==> src/rtl/ram_burst_reader.sv <==
`default_nettype none
// ============================================================================
// Module   : ram_burst_reader
// Brief    : Burst read initiator for a registered-address single-port RAM,
//            delivering words on a valid/ready stream through a skid FIFO.
// Revision : 1.0
// ============================================================================
module ram_burst_reader #(
  parameter int AW         = 6,
  parameter int DW         = 8,
  parameter int FIFO_DEPTH = 2
) (
  input  logic          clk,
  input  logic          rst,
  input  logic          start,
  input  logic [AW-1:0] base_addr,
  input  logic [AW:0]   length,
  output logic          busy,
  output logic          done,
  output logic [AW-1:0] ram_rd_addr,
  input  logic [DW-1:0] ram_rd_data,
  output logic [DW-1:0] m_data,
  output logic          m_valid,
  input  logic          m_ready,
  output logic          m_last
);

  localparam int PW = (FIFO_DEPTH > 1) ? $clog2(FIFO_DEPTH) : 1;
  localparam int CW = $clog2(FIFO_DEPTH + 1);
  localparam logic [CW:0]   c_depth     = (CW+1)'(FIFO_DEPTH);
  localparam logic [PW-1:0] c_last_slot = PW'(FIFO_DEPTH - 1);
  localparam logic [PW-1:0] c_ptr_one   = PW'(1);
  localparam logic [CW-1:0] c_cnt_one   = CW'(1);
  localparam logic [AW:0]   c_beat_one  = (AW+1)'(1);
  localparam logic [AW-1:0] c_addr_one  = AW'(1);

  typedef enum logic [1:0] {
    IDLE  = 2'd0,
    ISSUE = 2'd1,
    DRAIN = 2'd2
  } state_t;

  state_t        r_state, w_state_nxt;
  logic [AW-1:0] r_addr;
  logic [AW:0]   r_issue_left;
  logic [AW:0]   r_beat_left;
  logic          r_inflight;
  logic          r_done;

  logic [DW-1:0] r_mem [FIFO_DEPTH];
  logic [PW-1:0] r_rd_ptr;
  logic [PW-1:0] r_wr_ptr;
  logic [CW-1:0] r_count;

  logic          w_pop;
  logic          w_push;
  logic          w_issue;
  logic          w_accept;
  logic          w_last_pop;
  logic [CW:0]   w_occ;

  function automatic logic [PW-1:0] ptr_inc(input logic [PW-1:0] p);
    return (p == c_last_slot) ? '0 : p + c_ptr_one;
  endfunction

  assign w_pop      = m_valid & m_ready;
  assign w_push     = r_inflight;
  // Occupancy after this cycle's pop, counting the read still in the RAM pipe
  assign w_occ      = {1'b0, r_count} + {{CW{1'b0}}, r_inflight} - {{CW{1'b0}}, w_pop};
  assign w_issue    = (r_state == ISSUE) && (w_occ < c_depth);
  assign w_accept   = (r_state == IDLE) && start && (length != '0);
  assign w_last_pop = w_pop && (r_beat_left == c_beat_one);

  always_comb begin
    w_state_nxt = r_state;
    case (r_state)
      IDLE:    if (w_accept) w_state_nxt = ISSUE;
      ISSUE:   if (w_issue && (r_issue_left == c_beat_one)) w_state_nxt = DRAIN;
      DRAIN:   if (w_last_pop) w_state_nxt = IDLE;
      default: w_state_nxt = IDLE;
    endcase
  end

  always_ff @(posedge clk or posedge rst) begin
    if (rst) begin
      r_state      <= IDLE;
      r_addr       <= '0;
      r_issue_left <= '0;
      r_beat_left  <= '0;
      r_inflight   <= 1'b0;
      r_done       <= 1'b0;
    end else begin
      r_state    <= w_state_nxt;
      r_inflight <= w_issue;
      r_done     <= (r_state == DRAIN) && w_last_pop;
      if (w_accept) begin
        r_addr       <= base_addr;
        r_issue_left <= length;
        r_beat_left  <= length;
      end else begin
        if (w_issue) begin
          r_addr       <= r_addr + c_addr_one;
          r_issue_left <= r_issue_left - c_beat_one;
        end
        if (w_pop) begin
          r_beat_left <= r_beat_left - c_beat_one;
        end
      end
    end
  end

  // Skid FIFO: the word read last cycle lands here unconditionally
  always_ff @(posedge clk or posedge rst) begin
    if (rst) begin
      for (int i = 0; i < FIFO_DEPTH; i++) begin
        r_mem[i] <= '0;
      end
      r_rd_ptr <= '0;
      r_wr_ptr <= '0;
      r_count  <= '0;
    end else begin
      if (w_push) begin
        r_mem[r_wr_ptr] <= ram_rd_data;
        r_wr_ptr        <= ptr_inc(r_wr_ptr);
      end
      if (w_pop) begin
        r_rd_ptr <= ptr_inc(r_rd_ptr);
      end
      case ({w_push, w_pop})
        2'b10:   r_count <= r_count + c_cnt_one;
        2'b01:   r_count <= r_count - c_cnt_one;
        default: r_count <= r_count;
      endcase
    end
  end

  assign busy        = (r_state != IDLE);
  assign done        = r_done;
  assign ram_rd_addr = r_addr;
  assign m_valid     = (r_count != '0);
  assign m_data      = r_mem[r_rd_ptr];
  assign m_last      = m_valid && (r_beat_left == c_beat_one);

endmodule
`default_nettype wire
==> config.mk <==
export PLATFORM = sky130hd
export DESIGN_NAME = ram_burst_reader
export DESIGN_NICKNAME = d
export VERILOG_FILES = /design/src/rtl/ram_burst_reader.sv
export SDC_FILE = /design/constraint.sdc
export NUM_CORES = 1
export LEC_CHECK = 0
export CORE_MARGIN = 5
export CORE_UTILIZATION = 47
export CTS_CLUSTER_SIZE = 20
export DETAILED_ROUTE_END_ITERATION = 8
export PLACE_DENSITY = 0.78
export RECOVER_POWER = 25
export SYNTH_ARGS = -nofsm -noshare
export SYNTH_HDL_FRONTEND = slang
export SYNTH_SLANG_ARGS = --single-unit
export TNS_END_PERCENT = 30
==> constraint.sdc <==
create_clock -name clk -period 2.6 [get_ports clk]
set_input_delay 0.52 -clock clk [delete_from_list [all_inputs] [get_ports clk]]
set_output_delay 0.52 -clock clk [all_outputs]
set_load 0.02 [all_outputs]
# [Word-level counts from Yosys, hierarchy flattened]
# Index checks and enable logic that the tools add are counted.
[classes] n_lt_le_gt_ge=4 n_div=0 add_sub_neg=9 shifts=0 n_mux=19 n_mul=0 reduce_logical=16 eq_ne=9 n_bitwise=3
[ops] operator="8-bit 2-to-1 mux" n=4
[ops] operator="7-bit 2-to-1 mux" n=4
[ops] operator="16-bit bitwise mux" n=1
[ops] operator="7-bit by 1-bit equality test with 1-bit output (second input constant)" n=2
[ops] operator="7-bit by 1-bit subtractor with 7-bit output (second input constant)" n=2
[ops] operator="6-bit 2-to-1 mux" n=2
[ops] operator="2-bit nonzero test" n=5
[ops] operator="8-bit demux with 1-bit select" n=1
[ops] operator="1-bit logical AND" n=8
[ops] operator="7-bit nonzero test" n=1
[ops] operator="6-bit by 1-bit adder with 6-bit output (second input constant)" n=1
[ops] operator="2-bit 2-to-1 mux" n=3
[ops] operator="2-bit case mux with 3 select lines" n=1
[ops] operator="2-bit by 1-bit equality test with 1-bit output (second input constant)" n=2
[ops] operator="2-bit equality test (second input constant)" n=2
[ops] operator="2-bit greater-or-equal comparator (second input constant)" n=2
[ops] operator="2-bit != test (second input constant)" n=2
[ops] operator="1-bit inverter with 2-bit output" n=2
[ops] operator="2-bit case mux with 2 select lines" n=1
[ops] operator="2-bit by 1-bit adder with 3-bit output" n=1
[ops] operator="3-bit by 2-bit less-than comparator with 1-bit output (second input constant)" n=1
[ops] operator="3-bit AND reduction" n=1
[ops] operator="3-bit by 1-bit subtractor with 3-bit output" n=1
[ops] operator="1-bit adder (second input constant)" n=2
[ops] operator="7 further kinds" n=8
[word_totals] latch_bits=0 input_bits=25 out_inout_bits=18 mem_count=0 register_bits=44 rom_bits=0 word_cells=71 mem_bits_rw=0

# [Logic depth before layout (Yosys ltp)]
# Gate-level depths: netlist of the first run.
[depth] word_depth=8 ltp_mapped=10

# [Worst setup path before layout of the first run]
# No wires, ideal clock.
[synth_timing] path_kind="register to register" startpoint="register r_count[1]" endpoint="register r_issue_left[5]" stages_incl_launch_ff=10 path_slack_ns=-0.270 path_buffers=1 setup_ns=0.126 t_arrival_ns=2.744 cell_sequence="dfrtp_1 -> buf_2 -> o21ai_1 -> nor2_1 -> fa_1 -> xor2_2 -> or2_2 -> clkinv_1 -> mux2_2 -> a221o_1"
[synth_between] elab_chain_len=6 word_cells_on_any_way=7 classes_between="add/sub (2); order compare (1); bitwise (1); reduce/logical (3)"
[synth_lines] item="start: declaration" line="53" source="logic [CW-1:0] r_count;"
[synth_lines] item="start signal: assignment" line="130" source="2'b10: r_count <= r_count + c_cnt_one;"
[synth_lines] item="start signal: assignment" line="131" source="2'b01: r_count <= r_count - c_cnt_one;"
[synth_lines] item="start signal: assignment" line="132" source="default: r_count <= r_count;"
[synth_lines] item="branches (longest 2 deep; another with 2-bit by 1-bit adder with 3-bit output)"
[synth_lines] item="3-bit by 1-bit subtractor with 3-bit output *" line="69" source="assign w_occ = {1'b0, r_count} + {{CW{1'b0}}, r_inflight} - {{CW{1'b0}}, w_pop};"
[synth_lines] item="3-bit by 2-bit less-than comparator with 1-bit output *" line="70" source="assign w_issue = (r_state == ISSUE) && (w_occ < c_depth);"
[synth_lines] item="1-bit logical AND *" line="70"
[synth_lines] item="via w_issue" line="57" source="logic w_issue;"
[synth_lines] item="2-bit nonzero test (no source line) *"
[synth_lines] item="end signal: assignment" line="98" source="r_issue_left <= length;"
[synth_lines] item="end signal: assignment" line="103" source="r_issue_left <= r_issue_left - c_beat_one;"
[synth_lines] item="end: declaration" line="45" source="logic [AW:0] r_issue_left;"
# Mark *: on every way through the listed nets, which the timed path passes.
# A chain may end at the register's enable or synchronous reset.

# [Worst setup path in the final report of the first run]
[layout_timing] startpoint="register r_count[0]" endpoint="register r_issue_left[5]"
# The elaborated chain is that of the path after synthesis.

==> impl_metrics.ini, run 1 <==
[logic_synthesis]
post_synth.cell_area_avg_um2 = 11.25
synth-main-ff-cell = sky130_fd_sc_hd__dfrtp_1
netlist_instances = 202
synth.area.top_cells = sky130_fd_sc_hd__dfrtp_1, sky130_fd_sc_hd__mux2_2, sky130_fd_sc_hd__ha_1
synth_area_um2 = 2272
async_flop_share = 1.000
synth_cell_types = 43
synth.net_count = 233
ffs_latches_synth = 44
yosysTopAreaCell = sky130_fd_sc_hd__dfrtp_1
yosys_warnings = 0
post_synthesis_sequential_area_ratio = 0.4846
synth.top_cell.area_share = 0.4846
synth_enable_flop_cells = 0
synthMostInstantiatedCell = sky130_fd_sc_hd__dfrtp_1
synth.top_cells.by_count = sky130_fd_sc_hd__dfrtp_1, sky130_fd_sc_hd__mux2_2, sky130_fd_sc_hd__nand2_1, sky130_fd_sc_hd__o21ai_0

[die]
fp.dieH_um = 79.53
die_w_um = 79.53
floorplan.rows = 25
i_o_pins = 43
design.core.area_um2 = 4723
fp.dieArea_um2 = 6325
starting_density = 0.4811

[routing]
route.detailed.drc = 0
detail_route.vias_per_cell = 5.415
antenna_left = 0
route.vias.total = 1760
post_drt_wl_per_cell_um = 15.30
finalWirelength_mm = 4.974
detail_route.iter0.violations = 101
dr.pass1.iters = 4

[hold_path]
hold_path.class = reg -> reg
hold_path_depth = 1
timing.hold.worst_endpoint = r_wr_ptr
hold_start = r_wr_ptr

[sta]
final-setup-viol-count = 0
rsz0062_at_grt = yes
finalWorstPathRequiredPeriod_ns = 2.536
worst-slew-pin-transition_ns = 1.092
slew_viol_final = 0
fin_crit_share = 0.9753
finalHoldViolCount = 0
maxSlewHeadroom = 0.2721
clock_skew_ns = 0.006104
achievable-frequency_mhz = 394.4

[power_and_ir_drop]
ir_drop_mv = 0.7468
report.power.total_mw = 4.143
p_per_area_nw_per_um2 = 1398
power_leakage_nw = 1.231

[cells_and_area]
final_net_count = 288
area.growth.synth_to_final_pct = 30.45
post_route_cells_drive_above_1_share = 0.2558
num_antenna_cells = 0
layout.core_utilization = 0.6276
post-route-cell-area_um2 = 2964

[clock_tree]
tritoncts_clock_tree = done
worstSkewPairLatency_ns = 0.30
ctsLongestPathBuffers = 2
total_number_of_h_tree_levels = 2
cts_buffers = 5
cts.reportedPaths.clkPinSlew_ns = 0.08
post-cts-setup-buffer-count = 0
cts.root.buffer_cell = sky130_fd_sc_hd__clkbuf_8
clock-sinks = 44
hold_buf_count_cts = 0

[setup_path]
critical_path.endpoint_type = flip-flop
worst-r2r-cell-count = 9
critPathArrivalTime_ns = 2.72
r2r-end = r_issue_left[5]
worstSetupStartpointType = flip-flop
startpoint = r_count[0]
reg2reg_from = r_count[0]
rrSetupSlack_ns = 0.06
timing.critical_path.required_ns = 2.78
setup.worst_path.class = reg -> reg
path_max_fanout = 6

[global_routing]
grt_pass1_wl_mm = 8.369
grt_max_degree = 45
grt_overflow_total = 0
antenna_found_initial = 0
first_global_vias = 1705
grt_use_total = 0.1696

[placed_design]
count_of_input_and_output_buffers = 42
finalWeightedCongestion = 0.9109
detailedPlacementHpwl_mm = 3.657
dpl-instance-area_um2 = 2853

[run_status]
status = finished clean

[flow_run]
cap_violations = 0
## area by class of cell
type                       instances  area, um^2
clock buffer                       5       68.82
clock inverter                     3       42.54
fill                             386        1759
inverter                           9       35.03
multi-input combinational        142        1121
sequential                        44        1102
tap                               67       83.83
timing repair buffer              55       510.5
## power by group
part | internal [mW] | total, mW | switching (mW) | leakage, nW
registers | 1.03 | 1.32 | 0.289 | 0.530
logic | 1.21 | 2.30 | 1.09 | 0.648
clock network | 0.284 | 0.524 | 0.239 | 0.0541
## layer usage
metal  vias up  track usage  share of wire
li1        837            -              -
met1       871       0.2336           0.46
met2        47       0.2730           0.49
met3         5      0.03160          0.043
met4         0      0.04639         0.0072
met5         -            0              0
## kinds of logic after synthesis
kind of cell / synth area share
adders and majority gates: 0.03634
and+or+nand+nor: 0.1520
muxes: 0.1289
xor gates and xnor gates: 0.04571
AOI/OAI and AO/OA: 0.1217
DFF: 0.4846
buffers and inverters: 0.03083
## worst max-delay path by stage
stage	slack (ns)	endpoint
global placement	-0.44	r_issue_left[5]
CTS	0.04	r_issue_left[5]
finish	0.06	r_issue_left[5]
floorplan	0.00007	r_issue_left[5]
detailed placement	-0.51	r_issue_left[5]
global route	-0.008	r_issue_left[5]
## state kept, by name, indices dropped and copies added (netlist names)
register and flops:
r_mem 16, r_state 2, r_count 2, r_rd_ptr 1, done 1, r_wr_ptr 1
r_beat_left 7, r_inflight 1, ram_rd_addr 6, r_issue_left 7
## layout by cell type, fill, tap and decap left out, types with 4 or more instances in the layout
cell type / n
sky130_fd_sc_hd__xnor2_1: 7
sky130_fd_sc_hd__o21ai_0: 11
sky130_fd_sc_hd__nand3_1: 5
sky130_fd_sc_hd__inv_1: 8
sky130_fd_sc_hd__mux2_2: 26
sky130_fd_sc_hd__clkdlybuf4s50_1: 39
sky130_fd_sc_hd__ha_1: 5
sky130_fd_sc_hd__clkbuf_8: 5
sky130_fd_sc_hd__a21oi_1: 7
sky130_fd_sc_hd__nand2_1: 14
sky130_fd_sc_hd__or2_2: 5
sky130_fd_sc_hd__nand2b_1: 5
sky130_fd_sc_hd__or3_1: 4
sky130_fd_sc_hd__nor2_1: 7
sky130_fd_sc_hd__buf_4: 11
sky130_fd_sc_hd__dfrtp_1: 43
## critical path, stage by stage, from the launching register on
cell	delay, ns
sky130_fd_sc_hd__dfrtp_2	0.47
sky130_fd_sc_hd__o21ai_4	0.17
sky130_fd_sc_hd__nor2_2	0.05
sky130_fd_sc_hd__buf_4	0.14
sky130_fd_sc_hd__fa_1	0.43
sky130_fd_sc_hd__xor2_2	0.17
sky130_fd_sc_hd__or2_2	0.32
sky130_fd_sc_hd__clkinv_2	0.06
sky130_fd_sc_hd__mux2_2	0.32
sky130_fd_sc_hd__a221o_1	0.30
## per-stage QoR
| stage | hold WS, ns | cells | setup TNS (ns) | setup WS (ns) |
|---|---|---|---|---|
| after floorplan | 0.4633 | 202 | 0 | 0.00006639 |
| after global placement | 0.4780 | 317 | -4.731 | -0.4435 |
| after detailed placement | 0.4892 | 317 | -5.542 | -0.5110 |
| after CTS | 0.5100 | 325 | 0 | 0.03964 |
| after global routing | 0.5262 | 325 | -0.008335 | -0.008335 |
| final | 0.5052 | 325 | 0 | 0.06425 |
## what timing repair did
item	4_1_cts	5_1_grt
setup endpoints to repair	10	5
resized for setup	2	3
pin swaps	0	0
Power figures use the tool's default switching activity.
==> run 2, diff against run 1 <==
--- a/config.mk
+++ b/config.mk
@@ -5,11 +5,12 @@
 export SDC_FILE = /design/constraint.sdc
 export NUM_CORES = 1
 export LEC_CHECK = 0
+export ABC_AREA = 1
 export CORE_MARGIN = 5
-export CORE_UTILIZATION = 47
+export CORE_UTILIZATION = 48
 export CTS_CLUSTER_SIZE = 20
 export DETAILED_ROUTE_END_ITERATION = 8
-export PLACE_DENSITY = 0.78
+export PLACE_DENSITY = 0.79
 export RECOVER_POWER = 25
 export SYNTH_ARGS = -nofsm -noshare
 export SYNTH_HDL_FRONTEND = slang
==> impl_metrics.ini, run 2 <==
[power_and_ir_drop]
report.power.total_mw = 4.061
p_per_area_nw_per_um2 = 1326
power_leakage_nw = 1.479
intPower_mw = 2.308
sw_ratio = 0.4318
ir_drop_mv = 0.8505
portion_of_total_power_attributed_to_sequential_cells = 0.324
pwr-share-clk = 0.102
comb_power_share = 0.574
p_switching_mw = 1.753

[die]
starting_density = 0.4873
i_o_pins = 43
fp.dieArea_um2 = 6650
die_w_um = 81.55
floorplan.rows = 26
design.core.area_um2 = 5042
fp.dieH_um = 81.55

[setup_path]
critPathArrivalTime_ns = 2.61
timing.critical_path.buf_inv = 4
critPathMostFrequentCell = sky130_fd_sc_hd__nand2_1
crit_slowest_cell = sky130_fd_sc_hd__clkdlybuf4s50_1
path_cells = clkdlybuf4s50_1 -> inv_1 -> nor2_1 -> nand2_1 -> o21ai_2 -> nand2_1 -> fa_1 -> inv_1 -> nor2_1 -> nand2_2 -> buf_12 -> nand2_1 -> nand2_1 -> nand2_1 -> nand2_1
path_max_fanout = 8
critical_path.endpoint_type = flip-flop
timing.critical_path.required_ns = 2.78
worstSetupStartpointType = input port
slowest_delay_ns = 0.48
worst_path_dominant_cell_family = simple AND/OR/NAND/NOR gates
setup.worst_path.class = in -> reg

[routing]
detail_route.iter0.violations = 133
post_drt_wl_per_cell_um = 12.59
route.vias.total = 2077
dr.pass1.iters = 4
antenna_left = 0
route.detailed.drc = 0
finalWirelength_mm = 5.186
detail_route.vias_per_cell = 5.041

[placed_design]
placed_cells = 405
count_of_input_and_output_buffers = 42
detailedPlacementHpwl_mm = 4.054
dpl-instance-area_um2 = 2984
finalWeightedCongestion = 0.8771

[clock_tree]
ctsResizeCount = 0
tritoncts_clock_tree = done
worstSkewPairLatency_ns = 0.29
cts.root.buffer_cell = sky130_fd_sc_hd__clkbuf_8
post-cts-setup-buffer-count = 0
cts_buffers = 5
total_number_of_h_tree_levels = 2
cts.reportedPaths.clkPinSlew_ns = 0.08
ctsLongestPathBuffers = 2
clock-sinks = 44
hold_buf_count_cts = 0

[logic_synthesis]
synth_area_um2 = 2457
post_synth_and_or_nand_nor_area_fraction = 0.2892
synth.top_cell.area_share = 0.4481
yosysTopAreaCell = sky130_fd_sc_hd__dfrtp_1
netlist_instances = 292
synth_fa_ha_area_frac = 0.03360
async_flop_share = 1.000
synthMostInstantiatedCell = sky130_fd_sc_hd__nand3_1
synth.net_count = 323
synth_cell_types = 27
post_synth_xor_area_fraction = 0.04277
synth_compound_area_frac = 0.06212
post_synthesis_sequential_area_ratio = 0.4481
synth.area.mux_share = 0.03666
ffs_latches_synth = 44
synth.top_cells.by_count = sky130_fd_sc_hd__nand3_1, sky130_fd_sc_hd__nand2_1, sky130_fd_sc_hd__dfrtp_1, sky130_fd_sc_hd__inv_1, sky130_fd_sc_hd__nor2_1
synth.area.top_cells = sky130_fd_sc_hd__dfrtp_1, sky130_fd_sc_hd__nand3_1, sky130_fd_sc_hd__nand2_1
synth_enable_flop_cells = 0
synth-main-ff-cell = sky130_fd_sc_hd__dfrtp_1
largest_family_of_logic_cells_by_synthesized_area = simple AND/OR/NAND/NOR gates
yosys_warnings = 0
post_synth.cell_area_avg_um2 = 8.416

[cells_and_area]
biggestRegsByFlops = r_mem: 16 flops, r_beat_left: 7 flops, r_issue_left: 7 flops
register_containing_the_most_flip_flops_in_the_final_layout = r_mem
most_common_library_cell_in_the_layout_ignoring_fill_and_taps = sky130_fd_sc_hd__nand3_1
num_antenna_cells = 0
largest_register_ff_count = 16
mostFrequentLayoutCells = sky130_fd_sc_hd__nand3_1, sky130_fd_sc_hd__nand2_1, sky130_fd_sc_hd__dfrtp_1
layoutNonFillerInstCount = 412
final_net_count = 373
post-route-cell-area_um2 = 3062
post_route_cells_drive_above_1_share = 0.1228
layout.core_utilization = 0.6072
area.growth.synth_to_final_pct = 24.59

[global_routing]
first_global_vias = 2095
antenna_found_initial = 0
grt_overflow_total = 0
grt_use_total = 0.1773
grt_max_degree = 21
grt_pass1_wl_mm = 9.280

[run_status]
status = finished clean

[sta]
clock_skew_ns = 0.005750
finalHoldViolCount = 0
worst-slew-pin-transition_ns = 0.7095
finalWorstPathRequiredPeriod_ns = 2.429
fin_crit_share = 0.9342
finalSetupTns_ns = 0
achievable-frequency_mhz = 411.7
slew_viol_final = 0
final-setup-viol-count = 0
maxSlewHeadroom = 0.5270
rsz0062_at_grt = no

[flow_run]
cap_violations = 0

[hold_path]
hold_path.class = reg -> reg
run 2: cell count changes after synthesis, moves of 6 or more:
| cell | previous run | this run |
|---|---|---|
| sky130_fd_sc_hd__a21oi_1 | 7 | 0 |
| sky130_fd_sc_hd__mux2_2 | 26 | 8 |
| sky130_fd_sc_hd__nand2_1 | 14 | 62 |
| sky130_fd_sc_hd__nor2_1 | 8 | 14 |
| sky130_fd_sc_hd__o21ai_2 | 0 | 9 |
| sky130_fd_sc_hd__inv_1 | 8 | 35 |
| sky130_fd_sc_hd__nand3_1 | 5 | 65 |
run 2: path summary, 6_finish.rpt:
path | cells past startpoint | startpoint | end | slack [ns]
worst max-delay path | 15 | m_ready | r_issue_left[0] | 0.17
worst min-delay path | 1 | r_state[0] | done | 0.48
worst max register to register | 14 | r_count[1] | r_issue_left[0] | 0.30
worst min register to register | 1 | r_state[0] | done | 0.48
max in group asynchronous | 3 | rst | ram_rd_addr[5] | 1.02
min in group asynchronous | 2 | rst | r_mem[15] | 0.68
run 2: power groups by stage:
| stage | sequential, mW | combinational, mW | clock, mW |
|---|---|---|---|
| after floorplan | 1.29 | 1.59 | 0 |
| after CTS | 1.32 | 2.37 | 0.414 |
| after global routing | 1.36 | 2.62 | 0.448 |
| final | 1.32 | 2.33 | 0.413 |
| after global placement | 1.31 | 2.28 | 0 |
| after detailed placement | 1.32 | 2.36 | 0 |
run 2: cell type report:
| cell class | count | area (um^2) |
|---|---|---|
| multi-input combinational | 202 | 1141 |
| tap | 70 | 87.58 |
| sequential | 44 | 1101 |
| fill | 457 | 1981 |
| clock inverter | 2 | 12.51 |
| inverter | 35 | 131.4 |
| timing repair buffer | 54 | 519.2 |
| clock buffer | 5 | 68.82 |
run 2: layer usage:
metal	routed length [um]	up-vias	share of wire	GRT usage
li1	-	1049	-	-
met1	2392	969	0.46	0.2288
met5	0	-	0	0
met4	53	0	0.010	0.05405
met2	2469	54	0.48	0.2997
met3	271	5	0.052	0.03509
run 2: stage by stage:
stage | setup WS (ns) | hold WS [ns]
2_1_floorplan | 0.4863 | 0.4412
3_3_place_gp | -0.05104 | 0.4570
3_5_place_dp | -0.1203 | 0.4691
4_1_cts | 0.1652 | 0.4802
5_1_grt | 0.002745 | 0.4962
6_report | 0.1710 | 0.4800
run 2: logic make-up after synthesis:
| kind of cell | count (synthesis) |
|---|---|
| adder cells (fa/ha/maj) | 6 |
| flip-flops | 44 |
| AO/OA/AOI/OAI | 21 |
| XOR/XNOR | 12 |
| buffers and inverters | 46 |
| multiplexers | 8 |
| AND/OR/NAND/NOR | 155 |
